<file path="config.mk">
export PLATFORM = sky130hd
export DESIGN_NAME = mul_div_unit
export DESIGN_NICKNAME = d
export VERILOG_FILES = /design/src/rtl/mul_div_unit_pkg.sv /design/src/rtl/mul_div_unit_md_step.sv /design/src/rtl/mul_div_unit.sv
export SDC_FILE = /design/constraint.sdc
export NUM_CORES = 1
export LEC_CHECK = 0
export CELL_PAD_IN_SITES_DETAIL_PLACEMENT = 2
export CELL_PAD_IN_SITES_GLOBAL_PLACEMENT = 2
export CORE_MARGIN = 4
export CORE_UTILIZATION = 30
export DETAILED_ROUTE_END_ITERATION = 8
export PLACE_DENSITY_LB_ADDON = 0.2
export SETUP_SLACK_MARGIN = 0.1
export SLEW_MARGIN = 15
export SYNTH_ARGS = -nofsm -noshare
export SYNTH_HDL_FRONTEND = slang
export SYNTH_SLANG_ARGS = --single-unit
</file>
<file path="constraint.sdc">
create_clock -name clk -period 6.8 [get_ports clk]
set_clock_uncertainty 0.05 [all_clocks]
set_input_delay 1.02 -clock clk [delete_from_list [all_inputs] [get_ports clk]]
set_output_delay 1.02 -clock clk [all_outputs]
set_load 0.05 [all_outputs]
</file>
<file path="src/rtl/mul_div_unit_pkg.sv">
// mul_div_unit_pkg
//   Shared constants for the multiply/divide unit: MDOP operation codes,
//   the FSM state encoding and small op-classification helpers.
package mul_div_unit_pkg;

   localparam int MDOP_WIDTH = 3;

   localparam logic [MDOP_WIDTH-1:0] MDOP_NONE  = 3'd0;
   localparam logic [MDOP_WIDTH-1:0] MDOP_MULT  = 3'd1;
   localparam logic [MDOP_WIDTH-1:0] MDOP_MULTU = 3'd2;
   localparam logic [MDOP_WIDTH-1:0] MDOP_DIV   = 3'd3;
   localparam logic [MDOP_WIDTH-1:0] MDOP_DIVU  = 3'd4;
   localparam logic [MDOP_WIDTH-1:0] MDOP_MTHI  = 3'd5;
   localparam logic [MDOP_WIDTH-1:0] MDOP_MTLO  = 3'd6;

   typedef enum logic [1:0] {
      ST_IDLE = 2'd0,
      ST_PREP = 2'd1,
      ST_CALC = 2'd2,
      ST_FIX  = 2'd3
   } md_state_e;

   // Ops that run through the multi-cycle datapath
   function automatic logic is_md_op(input logic [MDOP_WIDTH-1:0] op);
      case (op)
         MDOP_MULT, MDOP_MULTU, MDOP_DIV, MDOP_DIVU: return 1'b1;
         default:                                    return 1'b0;
      endcase
   endfunction

   function automatic logic is_div_op(input logic [MDOP_WIDTH-1:0] op);
      case (op)
         MDOP_DIV, MDOP_DIVU: return 1'b1;
         default:             return 1'b0;
      endcase
   endfunction

   function automatic logic is_signed_op(input logic [MDOP_WIDTH-1:0] op);
      case (op)
         MDOP_MULT, MDOP_DIV: return 1'b1;
         default:             return 1'b0;
      endcase
   endfunction

endpackage

</file>
<file path="src/rtl/mul_div_unit_md_step.sv">
// md_step
//   Combinational add/subtract step shared by the multiplier (add) and the
//   restoring divider (trial subtract).
//   Ports: x, y   - W-bit operands
//          sub    - 1 selects x - y, 0 selects x + y
//          res    - W-bit result (carry/borrow bit dropped)
//          borrow - set when sub=1 and x < y; 0 when adding
module md_step #(
   parameter int W = 33
) (
   input  logic [W-1:0] x,
   input  logic [W-1:0] y,
   input  logic         sub,
   output logic [W-1:0] res,
   output logic         borrow
);

   logic [W-1:0] y_s;
   logic [W:0]   sum_s;

   // Two's-complement add; subtraction as x + ~y + 1, borrow = no carry out
   always_comb begin
      if (sub) begin
         y_s = ~y;
      end else begin
         y_s = y;
      end
      sum_s = {1'b0, x} + {1'b0, y_s} + {{W{1'b0}}, sub};
      res   = sum_s[W-1:0];
      if (sub) begin
         borrow = ~sum_s[W];
      end else begin
         borrow = 1'b0;
      end
   end

endmodule

</file>
<file path="src/rtl/mul_div_unit.sv">
// mul_div_unit
//   Iterative multiply/divide unit owning HI/LO. One op is accepted per
//   start pulse in IDLE; mult/div take PREP + 32 CALC + FIX cycles with
//   constant latency, mthi/mtlo write HI/LO at the accepting edge.
//   Ports: clk, rst_n (async, active-low)
//          start, op, a, b - operation request
//          flush           - abort in-flight op, blocks IDLE accepts
//          busy, done      - in progress / one-cycle completion pulse
//          div_by_zero     - last div/divu had b == 0
//          hi, lo          - architectural HI/LO registers
module mul_div_unit
   import mul_div_unit_pkg::*;
#(
   parameter int DP_WIDTH = 32,
   parameter int MD_ITERS = 32
) (
   input  logic                  clk,
   input  logic                  rst_n,
   input  logic                  start,
   input  logic [MDOP_WIDTH-1:0] op,
   input  logic [DP_WIDTH-1:0]   a,
   input  logic [DP_WIDTH-1:0]   b,
   input  logic                  flush,
   output logic                  busy,
   output logic                  done,
   output logic                  div_by_zero,
   output logic [DP_WIDTH-1:0]   hi,
   output logic [DP_WIDTH-1:0]   lo
);

   localparam int W  = DP_WIDTH;
   localparam int CW = $clog2(MD_ITERS);
   localparam logic [CW-1:0] LAST_CNT = CW'(MD_ITERS - 1);

   md_state_e             state_r, state_nxt_s;
   logic [MDOP_WIDTH-1:0] op_r;
   logic [W-1:0]          a_r, b_r, opnd_r;
   logic [2*W-1:0]        acc_r, acc_step_s;
   logic [CW-1:0]         count_r;
   logic                  neg_q_r, neg_r_r;
   logic                  busy_r, done_r, dbz_r;
   logic [W-1:0]          hi_r, lo_r;

   logic                  div_op_s, signed_s;
   logic [W-1:0]          mag_a_s, mag_b_s;
   logic [W:0]            step_x_s, step_y_s, step_res_s;
   logic                  step_borrow_s;
   logic [2*W-1:0]        prod_s;
   logic [W-1:0]          quot_s, rem_s, fix_hi_s, fix_lo_s;

   assign div_op_s = is_div_op(op_r);
   assign signed_s = is_signed_op(op_r);

   // State register
   always_ff @(posedge clk or negedge rst_n) begin
      if (!rst_n) begin
         state_r <= ST_IDLE;
      end else begin
         state_r <= state_nxt_s;
      end
   end

   // Next-state logic; flush forces IDLE from any state
   always_comb begin
      state_nxt_s = state_r;
      if (flush) begin
         state_nxt_s = ST_IDLE;
      end else begin
         case (state_r)
            ST_IDLE: begin
               if (start && is_md_op(op)) begin
                  state_nxt_s = ST_PREP;
               end else begin
                  state_nxt_s = ST_IDLE;
               end
            end
            ST_PREP: state_nxt_s = ST_CALC;
            ST_CALC: begin
               if (count_r == LAST_CNT) begin
                  state_nxt_s = ST_FIX;
               end else begin
                  state_nxt_s = ST_CALC;
               end
            end
            ST_FIX:  state_nxt_s = ST_IDLE;
            default: state_nxt_s = ST_IDLE;
         endcase
      end
   end

   // Operand magnitudes for signed ops
   always_comb begin
      if (signed_s && a_r[W-1]) begin
         mag_a_s = -a_r;
      end else begin
         mag_a_s = a_r;
      end
      if (signed_s && b_r[W-1]) begin
         mag_b_s = -b_r;
      end else begin
         mag_b_s = b_r;
      end
   end

   // Adder operands: divide uses a 33-bit partial remainder (it includes
   // the bit about to be shifted out), multiply adds to the upper half
   always_comb begin
      step_y_s = {1'b0, opnd_r};
      if (div_op_s) begin
         step_x_s = acc_r[2*W-1:W-1];
      end else begin
         step_x_s = {1'b0, acc_r[2*W-1:W]};
      end
   end

   md_step #(.W(W + 1)) u_md_step (
      .x      (step_x_s),
      .y      (step_y_s),
      .sub    (div_op_s),
      .res    (step_res_s),
      .borrow (step_borrow_s)
   );

   // One iteration of shift-add multiply or restoring divide
   always_comb begin
      if (div_op_s) begin
         if (!step_borrow_s) begin
            acc_step_s = {step_res_s[W-1:0], acc_r[W-2:0], 1'b1};
         end else begin
            acc_step_s = {acc_r[2*W-2:0], 1'b0};
         end
      end else begin
         if (acc_r[0]) begin
            acc_step_s = {step_res_s, acc_r[W-1:1]};
         end else begin
            acc_step_s = {1'b0, acc_r[2*W-1:1]};
         end
      end
   end

   // Sign fix and HI/LO selection for the FIX cycle
   always_comb begin
      if (neg_q_r) begin
         prod_s = -acc_r;
         quot_s = -acc_r[W-1:0];
      end else begin
         prod_s = acc_r;
         quot_s = acc_r[W-1:0];
      end
      if (neg_r_r) begin
         rem_s = -acc_r[2*W-1:W];
      end else begin
         rem_s = acc_r[2*W-1:W];
      end
      if (div_op_s) begin
         if (dbz_r) begin
            fix_hi_s = a_r;
            fix_lo_s = {W{1'b1}};
         end else begin
            fix_hi_s = rem_s;
            fix_lo_s = quot_s;
         end
      end else begin
         fix_hi_s = prod_s[2*W-1:W];
         fix_lo_s = prod_s[W-1:0];
      end
   end

   // Datapath, HI/LO and status registers
   always_ff @(posedge clk or negedge rst_n) begin
      if (!rst_n) begin
         op_r    <= MDOP_NONE;
         a_r     <= {W{1'b0}};
         b_r     <= {W{1'b0}};
         opnd_r  <= {W{1'b0}};
         acc_r   <= {(2*W){1'b0}};
         count_r <= {CW{1'b0}};
         neg_q_r <= 1'b0;
         neg_r_r <= 1'b0;
         busy_r  <= 1'b0;
         done_r  <= 1'b0;
         dbz_r   <= 1'b0;
         hi_r    <= {W{1'b0}};
         lo_r    <= {W{1'b0}};
      end else begin
         done_r <= 1'b0;
         case (state_r)
            ST_IDLE: begin
               if (start && !flush) begin
                  if (is_md_op(op)) begin
                     op_r   <= op;
                     a_r    <= a;
                     b_r    <= b;
                     busy_r <= 1'b1;
                  end else if (op == MDOP_MTHI) begin
                     hi_r <= a;
                  end else if (op == MDOP_MTLO) begin
                     lo_r <= a;
                  end
               end
            end
            ST_PREP: begin
               if (flush) begin
                  busy_r <= 1'b0;
               end else begin
                  neg_q_r <= signed_s & (a_r[W-1] ^ b_r[W-1]);
                  neg_r_r <= signed_s & a_r[W-1];
                  count_r <= {CW{1'b0}};
                  if (div_op_s) begin
                     acc_r  <= {{W{1'b0}}, mag_a_s};
                     opnd_r <= mag_b_s;
                     dbz_r  <= (b_r == {W{1'b0}});
                  end else begin
                     acc_r  <= {{W{1'b0}}, mag_b_s};
                     opnd_r <= mag_a_s;
                  end
               end
            end
            ST_CALC: begin
               if (flush) begin
                  busy_r <= 1'b0;
               end else begin
                  acc_r   <= acc_step_s;
                  count_r <= count_r + {{(CW-1){1'b0}}, 1'b1};
               end
            end
            ST_FIX: begin
               busy_r <= 1'b0;
               if (!flush) begin
                  hi_r   <= fix_hi_s;
                  lo_r   <= fix_lo_s;
                  done_r <= 1'b1;
               end
            end
            default: begin
               busy_r <= 1'b0;
            end
         endcase
      end
   end

   assign busy        = busy_r;
   assign done        = done_r;
   assign div_by_zero = dbz_r;
   assign hi          = hi_r;
   assign lo          = lo_r;

endmodule

</file>
==> results of run 1 <==
power by group through the flow:
stage	Combinational [µW]	Clock, µW	Sequential [µW]
floorplan	3910	0	2610
global placement	5860	0	2910
detailed placement	6020	0	2940
CTS	6050	1730	2920
global route	6610	1800	2990
finish	6080	1690	2930
worst reg2reg max path, delay by kind of cell (launching register included):
family / cells / cell delay [ps]
xor gates and xnor gates: 1 / 190
adders and majority gates: 1 / 480
and+or+nand+nor: 6 / 1880
AOI/OAI and AO/OA: 5 / 1580
DFF: 1 / 430
buffers and inverters: 1 / 520
through the flow:
stage | cell area (µm²) | total power (µW) | instances | hold WS, ps
CTS | 20700 | 10700 | 2996 | 437
finish | 20700 | 10700 | 2998 | 430
detailed placement | 19700 | 8950 | 2941 | 423
global placement | 19700 | 8780 | 2941 | 414
floorplan | 17700 | 6520 | 2190 | 420
global route | 20700 | 11400 | 2996 | 460
synth_stat cells, drive strengths merged, types with 20 or more instances:
master	instances
and3	23
clkbuf	152
a21oi	149
mux2	69
nor3	45
xnor2	121
xor2	56
dfrtp	239
nand2	327
o21ai	222
nand3	24
a31oi	27
or3	30
nor4	20
inv	37
mux2i	29
ha	42
o22ai	34
nor2	196
o31ai	33
buf	29
sequential cells by signal, indices dropped and copies added, names as in the netlist:
register / cells
neg_q_r: 1
busy: 1
hi: 32
lo: 32
count_r: 5
state_r: 2
b_r: 32
neg_r_r: 1
done: 1
acc_r: 64
op_r: 3
opnd_r: 32
a_r: 32
div_by_zero: 1
per-layer routing:
metal | track usage | vias to the layer above | wire (µm)
li1 | - | 7882 | -
met5 | 0 | - | 0
met4 | 0.0544 | 0 | 1930
met1 | 0.352 | 8926 | 37900
met3 | 0.0288 | 84 | 3570
met2 | 0.407 | 417 | 37300
final timing paths:
kind | startpoint | to | cells past startpoint
max in group asynchronous | rst_n | b_r[12]$_DFFE_PN0P_ | 2
min in group asynchronous | rst_n | hi[23]$_DFFE_PN0P_ | 1
max reg2reg | op_r[0]$_DFFE_PN0P_ | acc_r[42]$_DFFE_PN0P_ | 14
min reg2reg | hi[15]$_DFFE_PN0P_ | hi[15]$_DFFE_PN0P_ | 2
min | hi[15]$_DFFE_PN0P_ | hi[15]$_DFFE_PN0P_ | 2
max | op_r[0]$_DFFE_PN0P_ | acc_r[42]$_DFFE_PN0P_ | 14
layout by cell type, fill, tap and decap left out, types with 19 or more instances in the layout:
master	n
nand2_1	325
dfrtp_1	239
o21ai_0	217
nor2_1	194
a21oi_1	149
clkdlybuf4s50_1	136
xnor2_1	121
mux2_2	69
xor2_1	56
nor3_1	45
ha_1	41
inv_1	37
o22ai_1	34
o31ai_1	32
clkbuf_16	31
or3_1	30
mux2i_1	29
buf_4	28
a31oi_1	27
nand3_1	24
and3_1	23
nor4_1	20
o221ai_1	19
layout make-up:
class | count | area [µm²] | share of cell area
antenna | 2 | 5.00 | 0.000242
clock buffer | 44 | 895 | 0.0432
clock inverter | 11 | 134 | 0.00647
inverter | 38 | 143 | 0.00689
multi-input combinational | 1732 | 11000 | 0.529
sequential | 239 | 5980 | 0.289
tap | 765 | 957 | 0.0462
timing repair buffer | 167 | 1630 | 0.0786
kinds of logic after synthesis:
family,after synthesis,share of synthesized area
compound gates,630,0.221
xor+xnor,177,0.0875
fa+ha+maj,43,0.0308
buf+inv,219,0.0472
flops,239,0.338
mux,111,0.0768
simple gates,771,0.199
==> results.cfg, run 1 <==
[placed_design]
dp_hpwl_um = 61000
dp_slack_ps = 1610
io_buffers = 137
gp_congestion = 0.868

[pwr]
seqPwrFrac = 0.274
clkPwrFrac = 0.158
power.internal_uw = 5060
ir_drop_mv = 0.206
switchingPower_uw = 5650
pwr-share-comb = 0.568
p_per_area_nw_per_um2 = 517
switching_share = 0.528
p_leak_uw = 0.00824

[outcome]
status = complete, no violations

[logic_synthesis]
synthArstFlopShare = 1.00
synth.net_count = 2304
synth_area_um2 = 17700
yosysTopAreaCell = dfrtp_1
synth_edf_count = 0
avgSynthCellArea_um2 = 8.09
synth_cell_type_count = 74
yosys_warnings = 0
ys.flop_type = dfrtp_1
synth-seq-cells = 239
ys_seq_area_frac = 0.338
yosys-top-cells-area = dfrtp_1 34%, nand2_1 6.9%, o21ai_0 6.1%, xnor2_1 6.0%, mux2_2 4.4%
netlist_instances = 2190
synth_top_area_frac = 0.338

[finish]
syn_to_final_growth_pct = 16.8
num-fill-cells = 6503
layout.nets = 2322
final_util = 0.357
drive_above_1_share = 0.0856

[drt]
route.detailed.drc = 0
drtPass1Iterations = 7
routed_via_density = 5.77
wl_per_cell_um = 26.9
finalWirelength_um = 80700
vias = 17309
drt_iter0_markers = 1324
antenna_left = 0

[global_routing]
grt_start_max_net_pins = 130
globalRouteOverflowTotal = 0
grtUsageTotal = 0.248
first_global_vias = 18351
grt_pass1_wl_um = 121000
antenna_found_initial = 1

[hold_path]
hp-class = reg2reg

[worst_setup_path]
crit_family = simple AND/OR/NAND/NOR gates
crit_path_cell_trace = and3b_1, nor2_4, buf_12, xnor2_1, ha_1, nand4_1, nor3_1, nand3b_1, a211oi_1, o31ai_1, o311ai_2, and2_1, a21oi_1, a32o_1
cp.required_ps = 7220
endpoint_kind = flop
path_class = reg2reg
cp_slowest_cell = and2_1
crit_buf_inv = 1
start_kind = flop
cpPeakStageDelay_ps = 860
r2r_setup_slack_ps = 1590
cp_max_fo = 129
cp_data_arrival_time_ps = 5630

[floorplan]
core_um2 = 58000
initial_core_util = 0.305
dieHeight_um = 251
num_rows = 88
die_area_um2 = 63000
ios = 138
die_x_um = 251

[clock_network]
clock_path_buffers = 3
clock-sinks = 239
cts_resized = 0
clock_latency_ps = 580
post_cts_buffers = 0
postCtsHoldBufs = 0
cts_tree = built
clockRootBuffer = clkbuf_16
cts_made_buffers = 30
clk_pin_slew_worst_paths_ps = 60
htree_levels = 1

[timing]
finalHoldViolCount = 0
setup_slack_ps = 1590
timing.final.max_slew_violations = 0
fin_crit_sh = 0.766
setup_viol = 0
fin_crit_ps = 5210
rsz0062_at_grt = no
worst_pin_slew_ps = 1030
max_slew_margin = 0.310
fin_tns_setup_ps = 0
clock.fmax_mhz = 192

[run]
max-cap-violations = 0
(Power assumes the default switching activity.)
==> run 2, diff against run 1 <==
==> constraint.sdc (replaced) <==
create_clock -name clk -period 4.8 [get_ports clk]
set_clock_uncertainty 0.05 [all_clocks]
set_input_delay 0.72 -clock clk [delete_from_list [all_inputs] [get_ports clk]]
set_output_delay 0.72 -clock clk [all_outputs]
set_load 0.05 [all_outputs]
==> results.cfg, run 2 (same netlist as run 1, synthesis figures left out) <==
[outcome]
status = complete, no violations

[pwr]
p_per_area_nw_per_um2 = 739
p_leak_uw = 0.00844
ir_drop_mv = 0.291

[worst_setup_path]
cp_max_fo = 33
endpoint_kind = flop
cp.required_ps = 5220
path_class = reg2reg
cp_data_arrival_time_ps = 4840
start_kind = flop

[timing]
clock.fmax_mhz = 226
finalHoldViolCount = 0
worst_pin_slew_ps = 950
fin_tns_setup_ps = 0
fin_crit_sh = 0.922
setup_viol = 0
max_slew_margin = 0.366
rsz0062_at_grt = no
timing.final.max_slew_violations = 0
fin_crit_ps = 4420

[finish]
drive_above_1_share = 0.0999
multi_input_area_um2 = 11000
syn_to_final_growth_pct = 18.8
layout_commonest_cell = nand2_1
largest-register = acc_r
layout.nets = 2353
ff_latch_area_um2 = 5980
n_antenna_cell = 0
finalInstanceArea_um2 = 21000
num-fill-cells = 6456
largest_reg_flops = 64
layout_common_cells = 325 x nand2_1, 239 x dfrtp_1, 217 x o21ai_0, 194 x nor2_1, 149 x a21oi_1

[clock_network]
cts_resized = 0
clockRootBuffer = clkbuf_16
cts_tree = built
clock-sinks = 239
clk_pin_slew_worst_paths_ps = 70
clock_path_buffers = 3
post_cts_buffers = 0
cts_made_buffers = 31
clock_latency_ps = 590
postCtsHoldBufs = 0
htree_levels = 1

[placed_design]
place_area_um2 = 19900
io_buffers = 137
dp_hpwl_um = 62300
gp_congestion = 0.913

[global_routing]
globalRouteOverflowTotal = 0
grt_start_max_net_pins = 106
first_global_vias = 18579
antenna_found_initial = 0
grt_pass1_wl_um = 122000
grtUsageTotal = 0.250

[drt]
route.detailed.drc = 0
finalWirelength_um = 81900
drtPass1Iterations = 5
vias = 17557
drt_iter0_markers = 1232
routed_via_density = 5.80
wl_per_cell_um = 27.1
antenna_left = 0

[hold_path]
hp-class = in2async

[run]
max-cap-violations = 0

[floorplan]
dieHeight_um = 251
ios = 138
die_area_um2 = 63000
core_um2 = 58000
die_x_um = 251
initial_core_util = 0.305
num_rows = 88
run 2: cell count changes in the layout (fill, tap and decap cells not counted), sizes merged:
cell / before / now
diode: 2 / 0
clkinvlp: 0 / 2
bufinv: 3 / 5
clkinv: 9 / 8
buf: 31 / 59
run 2: metal layers:
layer	up-vias	part of all wire	global-route usage	routed length (µm)
met5	-	0	0	0
met4	0	0.036	0.0766	2970
met3	109	0.040	0.0206	3270
met2	442	0.46	0.402	37300
met1	9069	0.47	0.359	38400
li1	7937	-	-	-
run 2: final timing paths:
path                                          start                    end  slack, ps  cells past startpoint
worst max-delay path            op_r[0]$_DFFE_PN0P_  acc_r[52]$_DFFE_PN0P_        380                     14
worst min-delay path                          rst_n     hi[22]$_DFFE_PN0P_        190                      1
worst max register to register  op_r[0]$_DFFE_PN0P_  acc_r[52]$_DFFE_PN0P_        380                     14
worst min register to register   hi[17]$_DFFE_PN0P_     hi[17]$_DFFE_PN0P_        430                      1
max in group asynchronous                     rst_n  acc_r[12]$_DFFE_PN0P_       3410                      2
min in group clk                 hi[17]$_DFFE_PN0P_     hi[17]$_DFFE_PN0P_        430                      1
run 2: cell type report:
type	instances	share of cell area
clock buffer	42	0.0421
clock inverter	14	0.00951
inverter	38	0.00678
multi-input combinational	1732	0.522
sequential	239	0.284
tap	765	0.0455
timing repair buffer	197	0.0895
run 2: per-stage QoR:
step	cells	hold slack [ps]	total power, µW	utilization	setup WS (ps)
2_1_floorplan	2190	374	9250	-	137
4_1_cts	3026	212	15400	0.362	123
3_3_place_gp	2970	413	12500	0.343	351
3_5_place_dp	2970	421	12800	0.343	149
6_report	3027	192	15500	0.363	376
5_1_grt	3027	265	16500	0.363	96.7
run 2: worst max-delay path: stages, from the launching register on:
cell	delay [ps]
dfrtp_1	440
or3b_2	580
nand2_8	250
o21ai_0	120
ha_1	400
a21oi_1	230
o221ai_1	160
a211oi_1	350
a211oi_1	180
buf_4	180
o31ai_4	260
o311ai_4	180
clkbuf_4	290
or3_1	340
a32o_1	270
run 2: power breakdown:
part / internal (µW) / total (µW) / switching (µW) / leakage [µW]
Sequential: 2690 / 4020 / 1330 / 0.00297
Clock: 1550 / 2520 / 971 / 0.000535
Combinational: 3170 / 9010 / 5840 / 0.00494
